**src/rtl/kbd_pkg.sv**
```systemverilog
// ============================================================================
// Module      : kbd_pkg
// Description : Shared types, scan-code constants and key map for the PS/2
//               key controller.
// Revision    : 1.0 - initial release
// ============================================================================
`default_nettype none

package kbd_pkg;

  typedef enum logic [1:0] {
    ST_IDLE    = 2'd0,
    ST_EXT     = 2'd1,
    ST_BRK     = 2'd2,
    ST_EXT_BRK = 2'd3
  } kbd_state_t;

  localparam logic [7:0] PFX_EXT     = 8'hE0;
  localparam logic [7:0] PFX_BRK     = 8'hF0;
  localparam logic [7:0] CODE_BAT_OK = 8'hAA;
  localparam logic [7:0] CODE_ACK    = 8'hFA;
  localparam logic [7:0] CODE_ECHO   = 8'hEE;
  localparam logic [7:0] CODE_RESEND = 8'hFE;

  localparam int NUM_KEYS = 10;
  localparam int EVT_W    = 5;

  localparam logic [3:0] KEY_UP    = 4'd0;
  localparam logic [3:0] KEY_DOWN  = 4'd1;
  localparam logic [3:0] KEY_LEFT  = 4'd2;
  localparam logic [3:0] KEY_RIGHT = 4'd3;
  localparam logic [3:0] KEY_W     = 4'd4;
  localparam logic [3:0] KEY_A     = 4'd5;
  localparam logic [3:0] KEY_S     = 4'd6;
  localparam logic [3:0] KEY_D     = 4'd7;
  localparam logic [3:0] KEY_SPACE = 4'd8;
  localparam logic [3:0] KEY_ESC   = 4'd9;

  // Returns {hit, key_idx}; hit=0 for codes outside the game key set.
  function automatic logic [4:0] key_lookup(input logic ext, input logic [7:0] code);
    logic [4:0] r;
    r = '0;
    case ({ext, code})
      9'h175:  r = {1'b1, KEY_UP};
      9'h172:  r = {1'b1, KEY_DOWN};
      9'h16B:  r = {1'b1, KEY_LEFT};
      9'h174:  r = {1'b1, KEY_RIGHT};
      9'h01D:  r = {1'b1, KEY_W};
      9'h01C:  r = {1'b1, KEY_A};
      9'h01B:  r = {1'b1, KEY_S};
      9'h023:  r = {1'b1, KEY_D};
      9'h029:  r = {1'b1, KEY_SPACE};
      9'h076:  r = {1'b1, KEY_ESC};
      default: r = '0;
    endcase
    return r;
  endfunction

endpackage

`default_nettype wire

```
**src/rtl/ps2_evt_fifo.sv**
```systemverilog
// ============================================================================
// Module      : ps2_evt_fifo
// Description : Synchronous event FIFO with registered head data (0 when empty).
// Revision    : 1.0 - initial release
// ============================================================================
`default_nettype none

module ps2_evt_fifo #(
  parameter int DEPTH = 4,
  parameter int W     = 5
) (
  input  logic         clk,
  input  logic         ar,
  input  logic         push,
  input  logic [W-1:0] din,
  input  logic         pop,
  output logic         full,
  output logic         empty,
  output logic [W-1:0] dout
);

  localparam int PW = (DEPTH > 1) ? $clog2(DEPTH) : 1;
  localparam logic [PW:0] C_FULL = (PW+1)'(DEPTH);

  logic [W-1:0]  r_mem [DEPTH];
  logic [PW-1:0] r_wr, r_rd, w_rd_nxt;
  logic [PW:0]   r_cnt, w_cnt_nxt;
  logic          w_push_ok, w_pop_ok;
  logic [W-1:0]  w_dout_nxt;

  assign empty     = (r_cnt == '0);
  assign full      = (r_cnt == C_FULL);
  assign w_pop_ok  = pop & ~empty;
  assign w_push_ok = push & (~full | w_pop_ok);

  // Head for next cycle; bypass din when the written slot becomes the head.
  always_comb begin
    w_rd_nxt  = w_pop_ok ? r_rd + 1'b1 : r_rd;
    w_cnt_nxt = r_cnt;
    if (w_push_ok && !w_pop_ok)
      w_cnt_nxt = r_cnt + 1'b1;
    else if (!w_push_ok && w_pop_ok)
      w_cnt_nxt = r_cnt - 1'b1;
    if (w_cnt_nxt == '0)
      w_dout_nxt = '0;
    else if (w_push_ok && (w_rd_nxt == r_wr))
      w_dout_nxt = din;
    else
      w_dout_nxt = r_mem[w_rd_nxt];
  end

  always_ff @(posedge clk) begin
    if (w_push_ok)
      r_mem[r_wr] <= din;
  end

  always_ff @(posedge clk or negedge ar) begin
    if (!ar) begin
      r_wr  <= '0;
      r_rd  <= '0;
      r_cnt <= '0;
      dout  <= '0;
    end else begin
      if (w_push_ok)
        r_wr <= r_wr + 1'b1;
      r_rd  <= w_rd_nxt;
      r_cnt <= w_cnt_nxt;
      dout  <= w_dout_nxt;
    end
  end

endmodule

`default_nettype wire

```
**src/rtl/ps2_key_ctrl.sv**
```systemverilog
// ============================================================================
// Module      : ps2_key_ctrl
// Description : PS/2 set-2 scan-code sequencer: byte sync, prefix FSM, held-key
//               bitmap and press/release event queue. Optional auto-repeat
//               suppression with macro TYPEMATIC_FILTER_EN.
// Revision    : 1.0 - initial release
// ============================================================================
`default_nettype none

module ps2_key_ctrl
  import kbd_pkg::*;
#(
  parameter int FIFO_DEPTH  = 4,
  parameter int TIMEOUT_CYC = 100000
) (
  input  logic                clk,
  input  logic                ar,
  input  logic [7:0]          rx_byte,
  input  logic                rx_rdy,
  output logic [NUM_KEYS-1:0] key_state,
  output logic                evt_valid,
  output logic [EVT_W-1:0]    evt_data,
  input  logic                evt_ready,
  output logic                ovf,
  output logic                proto_err
);

  localparam int TMO_W = $clog2(TIMEOUT_CYC + 1);
  localparam logic [TMO_W-1:0] C_TMO_LAST = TMO_W'(TIMEOUT_CYC - 1);

  logic             r_sync1, r_sync2, r_sync3, r_stb;
  logic [7:0]       r_byte;
  logic [TMO_W-1:0] r_tmo;
  kbd_state_t       r_state, w_state_nxt;
  logic             w_make, w_brk, w_ext, w_err, w_tmo_hit, w_ctrl_code;
  logic [4:0]       w_lookup;
  logic             w_hit, w_push, w_pop, w_full, w_empty;
  logic [3:0]       w_idx;

  // Stage 3 registers the edge so the FSM sees byte and strobe together.
  always_ff @(posedge clk or negedge ar) begin
    if (!ar) begin
      r_sync1 <= 1'b0;
      r_sync2 <= 1'b0;
      r_sync3 <= 1'b0;
      r_stb   <= 1'b0;
      r_byte  <= '0;
    end else begin
      r_sync1 <= rx_rdy;
      r_sync2 <= r_sync1;
      r_sync3 <= r_sync2;
      r_stb   <= r_sync2 & ~r_sync3;
      if (r_sync2 && !r_sync3)
        r_byte <= rx_byte;
    end
  end

  assign w_tmo_hit   = (r_tmo == C_TMO_LAST);
  assign w_ctrl_code = (r_byte == CODE_BAT_OK) || (r_byte == CODE_ACK) ||
                       (r_byte == CODE_ECHO)   || (r_byte == CODE_RESEND);

  always_comb begin
    w_state_nxt = r_state;
    w_make      = 1'b0;
    w_brk       = 1'b0;
    w_ext       = 1'b0;
    w_err       = 1'b0;
    if (r_stb) begin
      case (r_state)
        ST_IDLE: begin
          if (r_byte == PFX_EXT)      w_state_nxt = ST_EXT;
          else if (r_byte == PFX_BRK) w_state_nxt = ST_BRK;
          else if (!w_ctrl_code)      w_make      = 1'b1;
        end
        ST_EXT: begin
          if (r_byte == PFX_BRK) w_state_nxt = ST_EXT_BRK;
          else if (r_byte != PFX_EXT) begin
            w_make      = 1'b1;
            w_ext       = 1'b1;
            w_state_nxt = ST_IDLE;
          end
        end
        ST_BRK, ST_EXT_BRK: begin
          w_state_nxt = ST_IDLE;
          if (r_byte == PFX_EXT || r_byte == PFX_BRK) begin
            w_err = 1'b1;
          end else begin
            w_brk = 1'b1;
            w_ext = (r_state == ST_EXT_BRK);
          end
        end
        default: w_state_nxt = ST_IDLE;
      endcase
    end else if (r_state != ST_IDLE && w_tmo_hit) begin
      w_err       = 1'b1;
      w_state_nxt = ST_IDLE;
    end
  end

  always_ff @(posedge clk or negedge ar) begin
    if (!ar) begin
      r_state   <= ST_IDLE;
      r_tmo     <= '0;
      proto_err <= 1'b0;
    end else begin
      r_state   <= w_state_nxt;
      proto_err <= w_err;
      if (r_stb || r_state == ST_IDLE || w_tmo_hit)
        r_tmo <= '0;
      else
        r_tmo <= r_tmo + 1'b1;
    end
  end

  assign w_lookup = key_lookup(w_ext, r_byte);
  assign w_hit    = w_lookup[4];
  assign w_idx    = w_lookup[3:0];

`ifdef TYPEMATIC_FILTER_EN
  assign w_push = w_hit & (w_brk | (w_make & ~key_state[w_idx]));
`else
  assign w_push = w_hit & (w_brk | w_make);
`endif

  assign w_pop     = evt_valid & evt_ready;
  assign evt_valid = ~w_empty;

  always_ff @(posedge clk or negedge ar) begin
    if (!ar) begin
      key_state <= '0;
      ovf       <= 1'b0;
    end else begin
      if (w_hit && w_make)
        key_state[w_idx] <= 1'b1;
      else if (w_hit && w_brk)
        key_state[w_idx] <= 1'b0;
      if (w_push && w_full && !w_pop)
        ovf <= 1'b1;
    end
  end

  ps2_evt_fifo #(
    .DEPTH (FIFO_DEPTH),
    .W     (EVT_W)
  ) u_fifo (
    .clk   (clk),
    .ar    (ar),
    .push  (w_push),
    .din   ({w_brk, w_idx}),
    .pop   (w_pop),
    .full  (w_full),
    .empty (w_empty),
    .dout  (evt_data)
  );

endmodule

`default_nettype wire

```
**config.mk**
```make
export PLATFORM = sky130hd
export DESIGN_NAME = ps2_key_ctrl
export DESIGN_NICKNAME = d
export VERILOG_FILES = /design/src/rtl/kbd_pkg.sv /design/src/rtl/ps2_evt_fifo.sv /design/src/rtl/ps2_key_ctrl.sv
export SDC_FILE = /design/constraint.sdc
export NUM_CORES = 1
export LEC_CHECK = 0
export CAP_MARGIN = 30
export CORE_AREA = 2 2 86 88
export DETAILED_ROUTE_END_ITERATION = 7
export DIE_AREA = 0 0 88 90
export GPL_ROUTABILITY_DRIVEN = 1
export GPL_TIMING_DRIVEN = 0
export PLACE_DENSITY_LB_ADDON = 0.12
export SYNTH_ARGS = -nofsm -noshare
export SYNTH_HDL_FRONTEND = slang
export SYNTH_SLANG_ARGS = --single-unit
```
**constraint.sdc**
```tcl
create_clock -name clk -period 3.32 [get_ports clk]
set_clock_uncertainty 0.2 [all_clocks]
set_input_delay 0.664 -clock clk [delete_from_list [all_inputs] [get_ports clk]]
set_output_delay 0.664 -clock clk [all_outputs]
set_load 0.02 [all_outputs]
```
**Word-level counts from Yosys, hierarchy flattened**

Memory sizes are Yosys's and may differ from the RTL's.
Index checks and enable logic that the tools add are counted.

- Flip-flop bits (word level): 55
- Bits in writable memories: 20
- Bits of input ports: 12
- Memories kept: 1

- $add $sub $neg: 5
- Magnitude comparators: 2
- Eq/ne operators: 25
- Muxes and demuxes: 37
- Bitwise logic cells: 13
- Reductions and logical operators: 28

Memory list:

| memory | words | bits a word | read ports | clocked after Yosys merged registers in | wr ports | RTL line | source |
|---|---|---|---|---|---|---|---|
| u_fifo.r_mem | 4 | 5 | 1 | 0 | 1 | ps2_evt_fifo.sv:25 | `logic [W-1:0] r_mem [DEPTH];` |

Operator list:

| kind | number |
|---|---|
| 5-bit one-hot mux with 10 select lines | 1 |
| 8-bit equality test (second input constant) | 6 |
| 9-bit equality test (second input constant) | 4 |
| 9-bit by 5-bit equality test with 1-bit output (second input constant) | 3 |
| 10-bit 2-to-1 mux | 2 |
| 9-bit by 6-bit equality test with 1-bit output (second input constant) | 2 |
| 1-bit 2-to-1 mux | 18 |
| 17-bit by 1-bit adder with 17-bit output (second input constant) | 1 |
| 17-bit equality test (second input constant) | 1 |
| 17-bit 2-to-1 mux | 1 |
| 2-bit 2-to-1 mux | 7 |
| 10-bit AND | 1 |
| 1-bit logical AND | 10 |
| 5-bit 2-to-1 mux | 2 |
| 10-bit NOT | 1 |
| 10-bit bitwise OR | 1 |
| 9-bit by 7-bit equality test with 1-bit output (second input constant) | 1 |
| 4-bit != test (second input constant) | 2 |
| 8-bit != test (second input constant) | 1 |
| 3-bit zero test | 2 |
| 1-bit logical OR | 6 |
| 3-bit 2-to-1 mux | 2 |
| 2-bit one-hot mux with 3 select lines | 1 |
| 2-bit nonzero test | 3 |
| 18 further kinds | 31 |

**Depth between registers and ports, before layout**

Gate-level depths: netlist (run 1).

- Depth after elaboration: 18
- Depth in mapped cells: 10

**Cells and area by module**

A second synthesis (run 1) with hierarchy kept.

- Cells, all modules: 368
- Area total of the unflattened synthesis: 4042.6 um2

By module, submodules not included:

| module | times used | cells each | area each (um2) | seq. area each (um2) |
|---|---|---|---|---|
| ps2_key_ctrl | 1 | 218 | 2258.4 | 1076.0 |
| ps2_evt_fifo | 1 | 150 | 1784.2 | 900.9 |

**Worst setup path before layout (run 1)**

No wires, ideal clock.

- Path kind: reg2reg
- Start point: register u_fifo.r_cnt[0]
- End point: register u_fifo.dout[1]
- Library setup time: 132 ps
- Data arrival time: 2642 ps
- Data required time: 2988 ps
- Slack: 346 ps
- Cell stages (with the launch flop): 11
- Path through: dfrtp_1 > inv_1 > ha_1 > and2b_1 > inv_1 > nand2_1 > xor2_1 > xnor2_1 > nor4b_4 > mux2i_1 > a21oi_1

- Cells in the longest elaborated chain, start to end: 12

RTL lines:

| what | RTL line | source |
|---|---|---|
| start: declaration | ps2_evt_fifo.sv:27 | `logic [PW:0] r_cnt, w_cnt_nxt;` |
| start signal: assignment | ps2_evt_fifo.sv:67 | `r_cnt <= w_cnt_nxt;` |
| 3-bit zero test (*) | ps2_evt_fifo.sv:31 | `assign empty = (r_cnt == '0);` |
| 1-bit NOT (*) | ps2_key_ctrl.sv:126 | `assign evt_valid = ~w_empty;` |
| net evt_valid | ps2_key_ctrl.sv:21 | `output logic evt_valid,` |
| 1-bit AND | ps2_key_ctrl.sv:125 | `assign w_pop = evt_valid & evt_ready;` |
| 1-bit AND (*) | ps2_evt_fifo.sv:33 | `assign w_pop_ok = pop & ~empty;` |
| 1-bit bitwise OR | ps2_evt_fifo.sv:34 | `assign w_push_ok = push & (~full \| w_pop_ok);` |
| 1-bit AND | ps2_evt_fifo.sv:34 |  |
| 1-bit zero test | ps2_evt_fifo.sv:42 | `else if (!w_push_ok && w_pop_ok)` |
| 1-bit logical AND | ps2_evt_fifo.sv:42 |  |
| 3-bit 2-to-1 mux | ps2_evt_fifo.sv:42 |  |
| 3-bit 2-to-1 mux | ps2_evt_fifo.sv:40 | `if (w_push_ok && !w_pop_ok)` |
| 3-bit zero test | ps2_evt_fifo.sv:44 | `if (w_cnt_nxt == '0)` |
| 5-bit 2-to-1 mux (*) | ps2_evt_fifo.sv:44 |  |
| net u_fifo.w_dout_nxt[1] | ps2_evt_fifo.sv:29 | `logic [W-1:0] w_dout_nxt;` |
| end signal: assignment | ps2_evt_fifo.sv:68 | `dout <= w_dout_nxt;` |
| end: declaration | ps2_evt_fifo.sv:19 | `output logic [W-1:0] dout` |

The timed path passes the listed nets; every way through them passes the cells marked *.
A chain may end at the register's enable or synchronous reset.

==> results of run 1 <==
==> cells in the mapped netlist (all sizes together) (3+ instances only) <==
| cell type | number | share of area |
|---|---|---|
| a21oi | 8 | 0.011 |
| and3 | 6 | 0.0099 |
| nand2 | 22 | 0.022 |
| xor2 | 11 | 0.025 |
| nand2b | 6 | 0.0099 |
| nand4 | 5 | 0.0083 |
| xnor2 | 11 | 0.025 |
| nor4 | 3 | 0.0050 |
| or3b | 3 | 0.0069 |
| edfxtp | 20 | 0.16 |
| buf | 8 | 0.016 |
| nor3 | 9 | 0.012 |
| ha | 8 | 0.026 |
| o21ai | 9 | 0.012 |
| nor2 | 30 | 0.030 |
| dfrtp | 55 | 0.36 |
| mux2i | 5 | 0.013 |
| mux4 | 5 | 0.030 |
| nand3b | 5 | 0.011 |
| mux2 | 18 | 0.054 |
| inv | 12 | 0.012 |
| and2 | 5 | 0.0083 |
| clkbuf | 5 | 0.0050 |
| nand3 | 16 | 0.021 |
| a41oi | 3 | 0.0069 |
| nor4b | 3 | 0.015 |
| nor2b | 5 | 0.0083 |
==> cells in the final DEF (no fill, tap or decap), types with 2 or more instances in the layout <==
cell type        count
dfrtp_1             55
nor2_1              30
clkdlybuf4s50_1     27
nand2_1             22
edfxtp_1            20
mux2_2              18
nand3_1             16
inv_1               12
xnor2_1             11
nor3_1               9
xor2_1               9
clkbuf_8             9
a21oi_1              8
o21ai_0              8
ha_1                 8
clkbuf_1             6
and3_1               6
nand2b_1             6
nand4_1              5
and2_1               5
mux4_2               5
mux2i_1              5
buf_2                4
nand3b_1             4
nor2b_1              4
nor4_1               3
buf_6                3
a41oi_1              3
clkinvlp_4           3
nor3b_1              2
nor4bb_1             2
or3b_2               2
or4bb_1              2
xor2_2               2
nor4b_4              2
bufinv_16            2
==> cell type report <==
class | instances | area [µm²] | area share
clock buffer | 10 | 128 | 0.0287
multi-input combinational | 225 | 1710 | 0.384
buffer | 13 | 82.6 | 0.0185
timing repair buffer | 29 | 295 | 0.0663
tap | 99 | 124 | 0.0278
clock inverter | 6 | 91.3 | 0.0205
sequential | 75 | 1980 | 0.444
inverter | 12 | 45.0 | 0.0101
==> worst max-delay path, stage by stage (launching register included) <==
cell and delay [ps]:
dfrtp_1 360, buf_2 160, or3b_1 390, a2111o_1 530, a21oi_1 560, nand2_1 170
nor3b_1 230, mux2_2 350
==> stage by stage <==
step / cell area (µm²) / utilization / setup TNS, ps / instances / power, µW
after CTS: 4430 / 0.631 / 0 / 469 / 2670
after global routing: 4450 / 0.634 / 0 / 469 / 2800
final: 4450 / 0.634 / 0 / 469 / 2650
after detailed placement: 4210 / 0.599 / 0 / 453 / 1900
after global placement: 4190 / 0.597 / -15990 / 452 / 1870
after floorplan: 3790 / - / 0 / 325 / 1680
==> cells by family (layout without fill, tap and decap cells) <==
kind of cell	Yosys count	in the layout
AO/OA/AOI/OAI	34	34
XOR/XNOR	22	22
adder cells (fa/ha/maj)	8	8
buffers and inverters	25	70
flip-flops	75	75
multiplexers	28	28
AND/OR/NAND/NOR	133	133
==> worst paths after layout <==
check                                   to  depth (start not counted)       from
max                               register                          7  r_byte[3]
min                        u_fifo.r_cnt[1]                          1         ar
max reg2reg                       register                          7  r_byte[3]
min reg2reg                        r_sync2                          0    r_sync1
max in group asynchronous        r_byte[1]                          2         ar
min in group clk                   r_sync2                          0    r_sync1
==> per-layer routing <==
layer	global-route usage	up-vias	wire length [µm]
met5	0	-	0
met4	0.0782	0	125
met3	0.0331	11	184
met2	0.304	38	3350
met1	0.255	1237	3190
li1	-	1237	-
==> where the power goes <==
group / switching (µW) / internal, µW / leakage (µW) / total, µW
logic: 410 / 368 / 0.000787 / 778
clock network: 336 / 424 / 0.0000987 / 761
registers: 72.8 / 1040 / 0.000890 / 1110
==> what timing repair did <==
| action | CTS | global route |
|---|---|---|
| setup endpoints to repair | 1 | 28 |
| resized for setup | 1 | 4 |
| buffers inserted | 0 | 0 |
==> metrics.txt, run 1 <==
full die area 7920 µm²; layout cells sized above 1 0.178; Port-buffer cells 28; status finished clean; number of max-cap violations 0; DP HPWL 4870 µm; Top FF cell, synth dfrtp_1; post-synth design cell area 3790 µm²; die height 90 µm; Tcrit/Tclk final 0.924; Seq/Total Area, Yosys 0.522; Reg clk slew, reported paths 70 ps; Critical Path End Type register; Lkg Pwr 0.00178 µW; PwrDens 595 nW/µm²; CTS tree yes; VDD IR max 0.277 mV; Post-synth ARST share 0.733; FF+latch count, synth 75; R2R Setup Slk 250 ps; largest net degree at the start of global routing 41; Via Count 2523; setup slack at placement about 8 ps; Pre-Repair DR Iteration Count 4; Final Slew Violations 0; final hold violations 0; Synth Area in Simple Gates 0.208; Worst Setup Start Kind register; wire length per cell between 10 and 15 µm; CTS Root Cell clkbuf_8; Synthesis Warnings 0; Initial Util 0.539; # rows 31; Initial DRC Count 120; DRC viols 0; CTS max path bufs 2; first-pass GRT wire length 11700 µm; WS Path Type register to register; Vias per Instance 5.38; EDFF count, synth 20; Hold-fix buffers, CTS 0; Total Nets Final 385; area delta synth->final 17.6%; Final GP Congestion 0.814; Filler cells 570; initial antenna violation count 0; main combinational cell family by area after synthesis simple AND/OR/NAND/NOR gates; Peak Freq 326 MHz; mux cell area share after synthesis 0.0965; slew margin rel. 0.392; core area between 7000 and 8000 µm²; I/O pin cnt 30; syn_area_per_cell 11.7 µm²; n_diodes 0; Synth Instances 325; Clock Sinks 75; H-Tree Depth 3; Worst Path Max Fanout 10; remaining antenna violation count 0; syn nets 345; Min-Delay Path Class input port to asynchronous set/reset pin; CP Data Arrival Time 3090 ps; Tot GR Track Use 0.190; final period demand of the worst path just over 3000 ps; synth unique cells 59; setup repair after global routing missed its margin no; Hold Worst Slack 40.5 ps; Slew @ Worst Pin 904 ps; Num CTS Buffers 9; WP data required between 3000 and 4000 ps; XOR/XNOR share of the synthesized area 0.0509; DRT Wirelength 6850 µm; fin worst setup slack 254 ps; Synth Area in Compound Gates 0.0634; vias in the first global route 2525; post-synthesis adder-cell area fraction 0.0264; Final setup viols 0; GR Overflow Total 0; Worst-Skew Late Latency 350 ps; Die Span X slightly below 90 µm
Note: power is estimated with default switching activity, not from simulation.
==> run 2, diff against run 1 <==
Settings changed: CAP_MARGIN 30 to not set.
Clock period 3.32 ns to 2.9 ns, I/O delays scaled along.
==> run 2 against run 1 <==
Effect of this change: die area stayed put; routed wire length is 4.2% higher; utilization is 4.2 points higher; design area is 6.5% higher; largest cell class unchanged; via count is 3.7% higher.
==> metrics.txt, run 2 (synthesized netlist as in run 1, its figures left out) <==
commonest cells after routing, fill and taps aside dfrtp_1, nor2_1, clkdlybuf4s50_1; core area 7020 µm² (unchanged); Num CTS Buffers 9 (unchanged); Initial DRC Count 183 (+53%); CTS tree yes; Peak Freq 357 MHz (+9.6%); number of max-cap violations 0 (unchanged); Final setup viols 0 (unchanged); share of power burned in the clock network 0.271 (-0.016); final period demand of the worst path 2800 ps (-268 ps); Final GP Congestion 0.862 (+6.0%); remaining antenna violation count 0 (unchanged); # rows 31 (unchanged); Power Internal 2290 µW (+25%); largest net degree at the start of global routing 41 (unchanged); VDD IR max 0.323 mV (+17%); GR Overflow Total 0 (unchanged); vias in the first global route 2512 (-0.51%); setup repair after global routing missed its margin yes; final hold violations 0 (unchanged); Slew @ Worst Pin 631 ps (-273 ps); initial antenna violation count 0 (unchanged); status finished clean; DRC viols 0 (unchanged); Hold Worst Slack 162 ps (+121 ps); Lkg Pwr 0.00192 µW (+8.1%); fin worst setup slack 101 ps (-152 ps); Tcrit/Tclk final 0.965 (+0.0415); DRT Wirelength 7140 µm (+4.2%); Reg clk slew, reported paths 80 ps (about the same); Worst Setup Start Kind register; Worst Path Max Fanout 8 (-2); DP HPWL 4730 µm (-2.9%); Total Nets Final 405 (+5.2%); Critical Path End Type register; Min-Delay Path Class register to register; Finished Core Util 0.676 (+0.0415); first-pass GRT wire length 12100 µm (+3.3%); Tot GR Track Use 0.196 (+0.00544); sequential share of power 0.387 (-0.032); layout cells sized above 1 0.277 (+0.0985); Final Slew Violations 0 (unchanged); CTS max path bufs 2 (unchanged); H-Tree Depth 3 (unchanged); WP data required 2920 ps (-430 ps); Die Span X 88 µm (unchanged); switching power total 1040 µW (+27%); full die area 7920 µm² (unchanged); Clock Sinks 75 (unchanged); slew margin rel. 0.578 (+0.185); n_diodes 0 (unchanged); Worst-Skew Late Latency 340 ps (about the same); commonest non-fill, non-tap cell in the layout dfrtp_1; Vias per Instance 5.35 (-0.55%); Filler cells 538 (-5.6%); CP Data Arrival Time 2820 ps (-270 ps); Via Count 2616 (+3.7%); switching share of power 0.313 (+0.00322); I/O pin cnt 30 (unchanged); Logic pwr share 0.342 (+0.048); Pre-Repair DR Iteration Count 4 (unchanged); Initial Util 0.539 (unchanged); PwrDens 702 nW/µm² (+18%); WS Path Type register to register; CTS Root Cell clkbuf_8; die height 90 µm (unchanged); setup slack at placement -251 ps (-259 ps); Port-buffer cells 28 (unchanged); design area 4740 µm² (+6.5%); area delta synth->final 25.3%; wire length per cell 14.6 µm (about the same); placed instance area 4210 µm² (+0.18%)
## run 2: metal layers
layer	vias to the layer above	track usage	share of wire
met3	6	0.0422	0.026
met4	0	0.0756	0.011
met1	1286	0.282	0.48
met2	41	0.289	0.49
li1	1283	-	-
met5	-	0	0
## run 2: power by group through the flow
stage                     clock network, µW  registers (µW)  logic, µW
after floorplan                           0            1310        622
after CTS                               926            1280        919
after global routing                    975            1300       1250
after detailed placement                  0            1290        890
after global placement                    0            1290        864
final                                   902            1290       1140
## run 2: repair_timing
item                                    4_1_cts  5_1_grt
resized for setup                            23       22
hold buffers                                  1        0
endpoints found under the hold margin        15        0
endpoints found under the setup margin       37       34
buffers inserted                              4       18
pin swaps                                     4       10
## run 2: final timing paths
path	cells after the start	slack [ps]	from	end
max in group asynchronous	3	1460	ar	r_byte[0]
min in group asynchronous	2	490	ar	ovf
setup reg to reg	9	100	r_byte[6]	u_fifo.dout[0]
hold reg to reg	0	160	r_sync1	r_sync2
setup / recovery	9	100	r_byte[6]	u_fifo.dout[0]
hold / removal	0	160	r_sync1	r_sync2
## run 2: metrics by stage
step                      setup TNS (ps)  std cells  total power (µW)
after floorplan                        0        325              1930
after global placement            -44500        452              2150
after detailed placement           -7560        453              2180
after CTS                              0        472              3130
after global routing               -6.61        489              3530
final                                  0        489              3330
## run 2: critical path, cell delays in order, from the launching register on
cell and delay, ps:
dfrtp_1 380, buf_6 120, or4b_4 530, or3_4 420
nand4b_4 110, and3_4 260, nor4b_4 220, buf_6 170
mux2i_2 210, a21oi_1 60
## run 2: area by class of cell
| type | instances | area, µm² | share of cell area |
|---|---|---|---|
| Tap cell | 99 | 124 | 0.0261 |
| Buffer | 10 | 72.6 | 0.0153 |
| Multi-Input combinational cell | 225 | 1820 | 0.383 |
| Sequential cell | 75 | 1980 | 0.418 |
| Inverter | 12 | 45.0 | 0.00949 |
| Clock inverter | 6 | 97.6 | 0.0206 |
| Timing Repair Buffer | 52 | 480 | 0.101 |
| Clock buffer | 10 | 128 | 0.0269 |
==> run 3, diff against run 2 <==
Settings changed: SKIP_LAST_GASP set to 1.
==> run 3 against run 2 <==
Effect of this change: cell count did not move; highest routed layer unchanged; clock power about the same; global-route usage did not move; via count unchanged; non-clock buffer count unchanged; critical path type unchanged; fmax shrank 0.90%; sequential power about the same; combinational power is essentially flat; hold slack hardly changed; routed wire length about the same.
==> metrics.txt, run 3 (synthesized netlist as in run 1, its figures left out) <==
status finished clean; # rows 31 (unchanged); setup slack at placement -251 ps (unchanged); fin worst setup slack 75.9 ps (-25.6 ps); commonest non-fill, non-tap cell in the layout dfrtp_1; VDD IR max 0.323 mV (about the same); DP HPWL 4730 µm (unchanged); Peak Freq 354 MHz (-0.90%); Port-buffer cells 28 (unchanged); setup repair after global routing missed its margin yes; PwrDens 702 nW/µm² (about the same); DRT Wirelength 7140 µm (about the same); Reg clk slew, reported paths 80 ps (about the same); Lkg Pwr 0.00191 µW (-0.25%); slowest stage cell on the critical path or4b_4; Clock Sinks 75 (unchanged); Pre-Repair DR Iteration Count 4 (unchanged); CP Cell Sequence buf_6, or4b_4, or3_4, nand4b_4, and3_4, nor4b_4, buf_4, mux2i_1, a21oi_1; Die Span X 88 µm (unchanged); WS Path Type register to register; GR Overflow Total 0 (unchanged); WP data required 2920 ps (about the same); Initial DRC Count 181 (-1.1%); Worst Path Max Fanout 8 (unchanged); CTS Root Cell clkbuf_8; Filler cells 540 (+0.37%); I/O pin cnt 30 (unchanged); CTS tree yes; vias in the first global route 2512 (unchanged); n_diodes 0 (unchanged); CTS max path bufs 2 (unchanged); Worst-Skew Late Latency 350 ps (about the same); CP peak stage delay 530 ps (about the same); Total Nets Final 405 (unchanged); area delta synth->final 25.1%; kind of cell adding the most delay to the critical path simple AND/OR/NAND/NOR gates; Tot GR Track Use 0.196 (unchanged); design area 4740 µm² (-0.16%); H-Tree Depth 3 (unchanged); layout cells sized above 1 0.274 (-0.00256); final hold violations 0 (unchanged); number of max-cap violations 0 (unchanged); commonest cells after routing, fill and taps aside dfrtp_1, nor2_1, clkdlybuf4s50_1; Final Slew Violations 0 (unchanged); remaining antenna violation count 0 (unchanged); Min-Delay Path Class register to register; Num CTS Buffers 9 (unchanged); slew margin rel. 0.581 (+0.00331); full die area 7920 µm² (unchanged); placed instance area 4210 µm² (unchanged); Worst Setup Start Kind register; setup TNS 0 ps (unchanged); first-pass GRT wire length 12100 µm (unchanged); final period demand of the worst path 2820 ps (+25.6 ps); core area 7020 µm² (unchanged); Finished Core Util 0.675 (-0.00107); worst path bufs/invs 2 (unchanged); Final setup viols 0 (unchanged); Via Count 2616 (unchanged); Hold Worst Slack 161 ps (-0.466 ps); wire length per cell 14.6 µm (about the same); largest net degree at the start of global routing 41 (unchanged); Critical Path End Type register; DRC viols 0 (unchanged); Slew @ Worst Pin 626 ps (-4.95 ps); initial antenna violation count 0 (unchanged); Vias per Instance 5.35 (unchanged); Tcrit/Tclk final 0.974 (+0.00881); CP Data Arrival Time 2850 ps (+30 ps); Final GP Congestion 0.862 (unchanged); Initial Util 0.539 (unchanged); die height 90 µm (unchanged)
run 3: metrics by stage:
step	power, µW	std cells
3_3_place_gp	2150	452
4_1_cts	3130	472
3_5_place_dp	2180	453
5_1_grt	3520	489
6_report	3330	489
2_1_floorplan	1930	325
run 3: cell type report:
type | instances | area [µm²] | area share
Buffer | 10 | 72.6 | 0.0153
Multi-Input combinational cell | 225 | 1810 | 0.382
Clock buffer | 10 | 128 | 0.0269
Tap cell | 99 | 124 | 0.0261
Inverter | 12 | 45.0 | 0.00951
Clock inverter | 6 | 97.6 | 0.0206
Sequential cell | 75 | 1980 | 0.418
Timing Repair Buffer | 52 | 477 | 0.101
run 3: path summary, 6_finish.rpt:
path | depth (start not counted) | startpoint | end | slack [ps]
worst max register to register | 9 | r_byte[6] | u_fifo.dout[0] | 80
worst min-delay path | 0 | r_sync1 | r_sync2 | 160
worst min register to register | 0 | r_sync1 | r_sync2 | 160
max in group asynchronous | 3 | ar | r_byte[0] | 1460
min in group asynchronous | 2 | ar | asynchronous set/reset pin | 480
worst max-delay path | 9 | r_byte[6] | u_fifo.dout[0] | 80
run 3: per-layer routing:
metal / part of all wire / global-route usage / up-vias / wire [µm]
met5: 0 / 0 / - / 0
met4: 0.011 / 0.0756 / 0 / 78
met3: 0.032 / 0.0422 / 5 / 228
met2: 0.48 / 0.289 / 41 / 3440
met1: 0.48 / 0.282 / 1286 / 3390
li1: - / - / 1284 / -
run 3: repair_timing:
| item | in CTS | in global routing |
|---|---|---|
| setup endpoints to repair | 37 | 34 |
| gates resized for setup | 23 | 20 |
| cloned | 0 | 0 |
| hold buffers | 1 | 0 |
| buffers inserted | 4 | 18 |
| pin swaps | 4 | 10 |
| hold endpoints to repair | 15 | 0 |
run 3: where the power goes:
group | switching (µW) | leakage (µW) | total, µW | internal, µW
logic | 535 | 0.000916 | 1130 | 599
registers | 99.1 | 0.000886 | 1290 | 1190
clock network | 406 | 0.000113 | 903 | 497
total | 1040 | 0.00191 | 3330 | 2290
